==> src/rtl/dmem_arbiter.sv <==
// -----------------------------------------------------------------------------
// dmem_arbiter
// Two-port arbiter/sequencer in front of a byte-addressed data memory
// (async read, write on posedge). Port 0 is the core load/store unit, port 1
// the debug/DMA master. One access is in flight at a time and every access
// takes exactly three cycles: grant (IDLE) -> memory strobe (ACCESS) ->
// response pulse (RESP).
//
// Parameters
//   MEM_BYTES  memory size in bytes; accesses with addr+size > MEM_BYTES fail
//   RR_EN      1 = round-robin on contest, 0 = fixed priority (port 0 wins)
//
// Ports
//   clk, rst                    clock, asynchronous active-high reset
//   reqN_valid/ready            request handshake (N = 0,1); ready is
//                               combinational in IDLE only
//   reqN_we/addr/wdata/funct3   request payload (RV32I size code)
//   rspN_valid/rdata/err        one-cycle response to the granted port
//   mem_read/write/addr/wdata/funct3  memory strobes, high for one cycle
//   mem_rdata                   combinational read data from memory
//
// Configuration macro
//   DMEM_ALIGN_CHECK_EN  when defined, misaligned halfword/word accesses are
//                        rejected with err=1 and never reach the memory.
// -----------------------------------------------------------------------------
module dmem_arbiter #(
  parameter int unsigned MEM_BYTES = 1024,
  parameter int unsigned RR_EN     = 1
) (
  input  logic        clk,
  input  logic        rst,
  input  logic        req0_valid,
  output logic        req0_ready,
  input  logic        req0_we,
  input  logic [31:0] req0_addr,
  input  logic [31:0] req0_wdata,
  input  logic [2:0]  req0_funct3,
  output logic        rsp0_valid,
  output logic [31:0] rsp0_rdata,
  output logic        rsp0_err,
  input  logic        req1_valid,
  output logic        req1_ready,
  input  logic        req1_we,
  input  logic [31:0] req1_addr,
  input  logic [31:0] req1_wdata,
  input  logic [2:0]  req1_funct3,
  output logic        rsp1_valid,
  output logic [31:0] rsp1_rdata,
  output logic        rsp1_err,
  output logic        mem_read,
  output logic        mem_write,
  output logic [31:0] mem_addr,
  output logic [31:0] mem_wdata,
  output logic [2:0]  mem_funct3,
  input  logic [31:0] mem_rdata
);

  typedef enum logic [1:0] {
    ST_IDLE   = 2'd0,
    ST_ACCESS = 2'd1,
    ST_RESP   = 2'd2
  } state_t;

  state_t      r_state;
  state_t      w_state_nxt;
  logic        r_last_grant;
  logic        r_port;
  logic        r_err;
  logic        r_mem_read;
  logic        r_mem_write;
  logic [31:0] r_mem_addr;
  logic [31:0] r_mem_wdata;
  logic [2:0]  r_mem_funct3;
  logic        r_rsp0_valid;
  logic        r_rsp1_valid;
  logic [31:0] r_rsp0_rdata;
  logic [31:0] r_rsp1_rdata;
  logic        r_rsp0_err;
  logic        r_rsp1_err;

  logic        w_grant;
  logic        w_pick1;
  logic        w_sel_we;
  logic [31:0] w_sel_addr;
  logic [31:0] w_sel_wdata;
  logic [2:0]  w_sel_funct3;
  logic        w_sel_err;

  // Decide whether a request must be rejected: bad size code, sign-extending
  // store code, range overflow (33-bit sum so high addresses cannot wrap)
  // and, when enabled, natural alignment.
  function automatic logic access_err(input logic        we,
                                      input logic [31:0] addr,
                                      input logic [2:0]  f3);
    logic [32:0] size;
    logic        bad;
    bad = 1'b0;
    case (f3)
      3'b000, 3'b100: size = 33'd1;
      3'b001, 3'b101: size = 33'd2;
      3'b010:         size = 33'd4;
      default: begin
        size = 33'd0;
        bad  = 1'b1;
      end
    endcase
    if (we && f3[2]) bad = 1'b1;
    if (({1'b0, addr} + size) > 33'(MEM_BYTES)) bad = 1'b1;
`ifdef DMEM_ALIGN_CHECK_EN
    if ((f3[1:0] == 2'b01) && addr[0]) bad = 1'b1;
    if ((f3[1:0] == 2'b10) && (addr[1:0] != 2'b00)) bad = 1'b1;
`endif
    return bad;
  endfunction

  // Winner selection and payload mux. last_grant resets to 1 so port 0 wins
  // the first contested slot.
  always_comb begin
    w_pick1 = 1'b0;
    if (req1_valid) begin
      if (!req0_valid) begin
        w_pick1 = 1'b1;
      end else if ((RR_EN != 0) && !r_last_grant) begin
        w_pick1 = 1'b1;
      end else begin
        w_pick1 = 1'b0;
      end
    end else begin
      w_pick1 = 1'b0;
    end
    w_sel_we     = w_pick1 ? req1_we     : req0_we;
    w_sel_addr   = w_pick1 ? req1_addr   : req0_addr;
    w_sel_wdata  = w_pick1 ? req1_wdata  : req0_wdata;
    w_sel_funct3 = w_pick1 ? req1_funct3 : req0_funct3;
    w_sel_err    = access_err(w_sel_we, w_sel_addr, w_sel_funct3);
  end

  // State register.
  always_ff @(posedge clk or posedge rst) begin
    if (rst) begin
      r_state <= ST_IDLE;
    end else begin
      r_state <= w_state_nxt;
    end
  end

  // Next-state and request-ready decode; ready only ever asserts in IDLE.
  always_comb begin
    w_state_nxt = r_state;
    w_grant     = 1'b0;
    req0_ready  = 1'b0;
    req1_ready  = 1'b0;
    case (r_state)
      ST_IDLE: begin
        if (req0_valid || req1_valid) begin
          w_grant     = 1'b1;
          req0_ready  = !w_pick1;
          req1_ready  = w_pick1;
          w_state_nxt = ST_ACCESS;
        end else begin
          w_state_nxt = ST_IDLE;
        end
      end
      ST_ACCESS: w_state_nxt = ST_RESP;
      ST_RESP:   w_state_nxt = ST_IDLE;
      default:   w_state_nxt = ST_IDLE;
    endcase
  end

  // Datapath: memory strobes are loaded on the grant edge so they are high
  // for exactly the ACCESS cycle; the response is loaded on the ACCESS edge.
  always_ff @(posedge clk or posedge rst) begin
    if (rst) begin
      r_last_grant <= 1'b1;
      r_port       <= 1'b0;
      r_err        <= 1'b0;
      r_mem_read   <= 1'b0;
      r_mem_write  <= 1'b0;
      r_mem_addr   <= 32'd0;
      r_mem_wdata  <= 32'd0;
      r_mem_funct3 <= 3'd0;
      r_rsp0_valid <= 1'b0;
      r_rsp1_valid <= 1'b0;
      r_rsp0_rdata <= 32'd0;
      r_rsp1_rdata <= 32'd0;
      r_rsp0_err   <= 1'b0;
      r_rsp1_err   <= 1'b0;
    end else begin
      case (r_state)
        ST_IDLE: begin
          if (w_grant) begin
            r_last_grant <= w_pick1;
            r_port       <= w_pick1;
            r_err        <= w_sel_err;
            // Rejected requests never touch the memory bus.
            r_mem_read   <= !w_sel_we && !w_sel_err;
            r_mem_write  <= w_sel_we && !w_sel_err;
            r_mem_addr   <= w_sel_err ? 32'd0 : w_sel_addr;
            r_mem_wdata  <= (w_sel_err || !w_sel_we) ? 32'd0 : w_sel_wdata;
            r_mem_funct3 <= w_sel_err ? 3'd0 : w_sel_funct3;
          end
        end
        ST_ACCESS: begin
          r_mem_read   <= 1'b0;
          r_mem_write  <= 1'b0;
          r_mem_addr   <= 32'd0;
          r_mem_wdata  <= 32'd0;
          r_mem_funct3 <= 3'd0;
          r_rsp0_valid <= !r_port;
          r_rsp1_valid <= r_port;
          r_rsp0_rdata <= (!r_port && r_mem_read) ? mem_rdata : 32'd0;
          r_rsp1_rdata <= (r_port && r_mem_read) ? mem_rdata : 32'd0;
          r_rsp0_err   <= !r_port && r_err;
          r_rsp1_err   <= r_port && r_err;
        end
        default: begin
          r_rsp0_valid <= 1'b0;
          r_rsp1_valid <= 1'b0;
          r_rsp0_rdata <= 32'd0;
          r_rsp1_rdata <= 32'd0;
          r_rsp0_err   <= 1'b0;
          r_rsp1_err   <= 1'b0;
        end
      endcase
    end
  end

  assign mem_read   = r_mem_read;
  assign mem_write  = r_mem_write;
  assign mem_addr   = r_mem_addr;
  assign mem_wdata  = r_mem_wdata;
  assign mem_funct3 = r_mem_funct3;
  assign rsp0_valid = r_rsp0_valid;
  assign rsp1_valid = r_rsp1_valid;
  assign rsp0_rdata = r_rsp0_rdata;
  assign rsp1_rdata = r_rsp1_rdata;
  assign rsp0_err   = r_rsp0_err;
  assign rsp1_err   = r_rsp1_err;

endmodule

==> config.mk <==
export PLATFORM = sky130hd
export DESIGN_NAME = dmem_arbiter
export DESIGN_NICKNAME = d
export VERILOG_FILES = /design/src/rtl/dmem_arbiter.sv
export SDC_FILE = /design/constraint.sdc
export NUM_CORES = 1
export LEC_CHECK = 0
export ABC_AREA = 1
export CAP_MARGIN = 20
export CELL_PAD_IN_SITES_DETAIL_PLACEMENT = 0
export CELL_PAD_IN_SITES_GLOBAL_PLACEMENT = 2
export CORE_MARGIN = 10
export CORE_UTILIZATION = 23
export DETAILED_ROUTE_END_ITERATION = 7
export PLACE_DENSITY = 0.89
export SLEW_MARGIN = 20
export SYNTH_ARGS = -nofsm -noshare
export SYNTH_HDL_FRONTEND = slang
export SYNTH_SLANG_ARGS = --single-unit
export TNS_END_PERCENT = 50
==> constraint.sdc <==
create_clock -name clk -period 5.21 [get_ports clk]
set_input_delay 1.042 -clock clk [delete_from_list [all_inputs] [get_ports clk]]
set_output_delay 1.042 -clock clk [all_outputs]
set_load 0.02 [all_outputs]
==> flow_summary_export.csv <==
group,metric,value,unit
clock_tree,path_clk_slew,0.06,ns
place,port_buffers,310,
detailed_routing,drt-total-wl,31800,um
timing,worstMarginPinSlew,0.819,ns
logic_synthesis,synth_top_area_cell,"dfrtp_1",
logic_synthesis,synth.distinct_cells,29,
critical_path,path_buf_inv,5,
timing,slew_headroom,0.454,
logic_synthesis,synth_top_flop_cell,"dfrtp_1",
pwr,p_int,2.16,mW
place,placed_area,11400,um^2
critical_path,critPathKind,"in2reg",
timing,max_freq,0.230,GHz
grt,antenna_found_initial,1,
grt,overflow,0,
layout,nNetsFinal,1604,
timing,worst_clock_skew,0.0100,ns
detailed_routing,drt_first_pass_iters,5,
clock_tree,cts_max_path_buffers,2,
place,place_congestion,0.858,
timing,period_needed,4.35,ns
grt,grt_pass1_wl,48600,um
logic_synthesis,synth_most_common_cell,"nand2_1",
flow_run,drv_cap,0,
logic_synthesis,ys_ff_latch,142,
floorplanning,fp.dieW,204,um
pwr,p_leak,5.74,nW
layout,final_core_util,0.357,
timing,timing.final.hold_violations,0,
clock_tree,root_buffer,"clkbuf_16",
layout,fin_area,12000,um^2
layout,area_growth,53.2,%
min_path,min-delay-path-class,"reg2reg",
floorplanning,coreArea,33500,um^2
timing,fin_crit_sh,0.836,
pwr,power_density,285,nW/um^2
clock_tree,clock_latency,0.42,ns
pwr,peakVddDrop,0.225,mV
clock_tree,cts_tree,"done",
floorplanning,initial_core_util,0.233,
clock_tree,postCtsHoldBufs,0,
logic_synthesis,syn_area_per_cell,6.88,um^2
pwr,power.share.sequential,0.340,
critical_path,reg2reg_to,"mem_wdata[5]",
critical_path,cp_top_family,"simple AND/OR/NAND/NOR gates",
critical_path,slowest_stage,"clkdlybuf4s50_1",
timing,fin_hold_ws,0.477,ns
critical_path,cp-end-kind,"flop",
pwr,switching_power,1.26,mW
pwr,p_total,3.42,mW
critical_path,cpMostUsedCell,"nand2_1",
critical_path,worstPathArrival,4.71,ns
critical_path,r2r_start,"r_last_grant",
pwr,power_frac_clock,0.341,
pwr,swShare,0.369,
min_path,hold_depth,2,
min_path,hold_path_end,"mem_wdata[1]",
clock_tree,postCtsSetupRepairBufs,0,
logic_synthesis,syn_area,7820,um^2
detailed_routing,drcViolationCount,0,
logic_synthesis,synth_cells,1136,
logic_synthesis,yosysWarnings,0,
critical_path,r2r_cells,25,
logic_synthesis,synthTopCellsByArea,"dfrtp_1, nand2_1, inv_1",
pwr,combPwrFrac,0.319,
timing,setup_viol,0,
clock_tree,cts_max_level,4,
timing,drv_slew,0,
clock_tree,cts.sinks,142,
detailed_routing,routedWlPerCell,16.8,um
detailed_routing,drt_iter0_drc,388,
logic_synthesis,synth_top_area_frac,0.451,
floorplanning,fp.dieH,204,um
grt,grt_pass1_vias,8231,
timing,fin_tns_setup,0,ns
detailed_routing,antenna_left,0,
clock_tree,cts-resized-gates,0,
critical_path,start_kind,"primary input",
floorplanning,fp.dieArea,41800,um^2
layout,antenna_cells,0,
logic_synthesis,synth_edf_count,0,
grt,grt_max_degree,88,
layout,multiInputGateArea,3580,um^2
detailed_routing,vias,8230,
critical_path,cp_max_fo,44,
logic_synthesis,syn_nets,1312,
grt,track_usage,0.148,
clock_tree,cts_buffers,17,
place,dpl.hpwl,24800,um
critical_path,cp_slowest_stage_delay,0.47,ns
layout,area.sequential,3550,um^2
floorplanning,rows,67,
critical_path,required,5.56,ns
floorplanning,ios,311,
logic_synthesis,ys_seq_area_frac,0.455,
logic_synthesis,ys_top_cells_by_count,"nand2_1, dfrtp_1, inv_1",
layout,drive_above_1_share,0.0479,
timing,rsz0062_at_grt,"false",
critical_path,rrSetupSlack,1.41,ns
outcome,status,"finished clean",
detailed_routing,viasPerCell,4.36,
logic_synthesis,synthArstFlopShare,1.00,
layout,fillers,3567,
min_path,hold_start,"mem_wdata[1]",
[power groups by stage]
| stage | sequential, mW | clock (mW) | combinational [mW] |
|---|---|---|---|
| global route | 1.16 | 1.25 | 1.23 |
| CTS | 1.16 | 1.21 | 1.12 |
| floorplan | 1.18 | 0 | 0.665 |
| detailed placement | 1.18 | 0 | 1.11 |
| finish | 1.16 | 1.16 | 1.09 |
| global placement | 1.18 | 0 | 1.12 |
[placed cells by master, fill, tap and decap left out, drive strengths merged, types with 5 or more instances in the layout]
cell	count
nand2	501
clkdlybuf4s50	310
dfrtp	141
inv	118
nor2	101
o21ai	83
nand3	51
nand4	48
nand3b	21
clkbuf	20
buf	18
clkinvlp	6
clkinv	5
[how the worst max path moves through the flow]
stage	from	end	cells after the start
6_report	req0_valid	mem_wdata[5]	26
5_1_grt	req0_valid	mem_wdata[0]	24
4_1_cts	req0_valid	mem_wdata[21]	25
3_5_place_dp	req0_valid	mem_wdata[21]	26
3_3_place_gp	req0_valid	mem_wdata[4]	25
2_1_floorplan	rst	mem_addr[0]	1
[area by class of cell]
type,instances,share of cell area
timing repair buffer,328,0.272
clock inverter,12,0.00930
sequential,142,0.297
tap,448,0.0468
inverter,118,0.0374
multi-input combinational,821,0.299
clock buffer,20,0.0381
[kinds of logic after synthesis]
group | count (synthesis) | synth area share
XOR/XNOR | 1 | 0.00112
AND/OR/NAND/NOR | 728 | 0.388
adder cells (fa/ha/maj) | 4 | 0.00736
flip-flops | 142 | 0.455
AO/OA/AOI/OAI | 88 | 0.0583
buffers and inverters | 173 | 0.0901
[tightest hold or removal path, delay by kind of cell, from the launching register on]
family / cells / cell delay, ns
flops: 1 / 0.34
simple gates: 2 / 0.10
[metal layers]
metal | GRT usage | up-vias | routed length, um
met3 | 0.0411 | 20 | 2140
met2 | 0.256 | 231 | 15600
li1 | - | 4119 | -
met4 | 0.0333 | 2 | 286
met5 | 0 | - | 13
met1 | 0.178 | 3858 | 13700
[metrics by stage]
stage               setup slack, ns  instances
floorplan                     0.360       1136
global placement              0.431       1857
detailed placement            0.368       1857
CTS                           0.801       1889
global route                  0.386       1889
finish                        0.857       1889
[state kept, by name, indices dropped and copies added (netlist names)]
| signal | count |
|---|---|
| mem_write | 1 |
| mem_addr | 32 |
| r_last_grant | 1 |
| r_err | 1 |
| rsp1_rdata | 32 |
| r_port | 1 |
| rsp0_err | 1 |
| mem_funct3 | 3 |
| rsp0_rdata | 32 |
| rsp1_valid | 1 |
| rsp1_err | 1 |
| r_state | 2 |
| mem_wdata | 32 |
| mem_read | 1 |
| rsp0_valid | 1 |
Power figures use the tool's default switching activity.
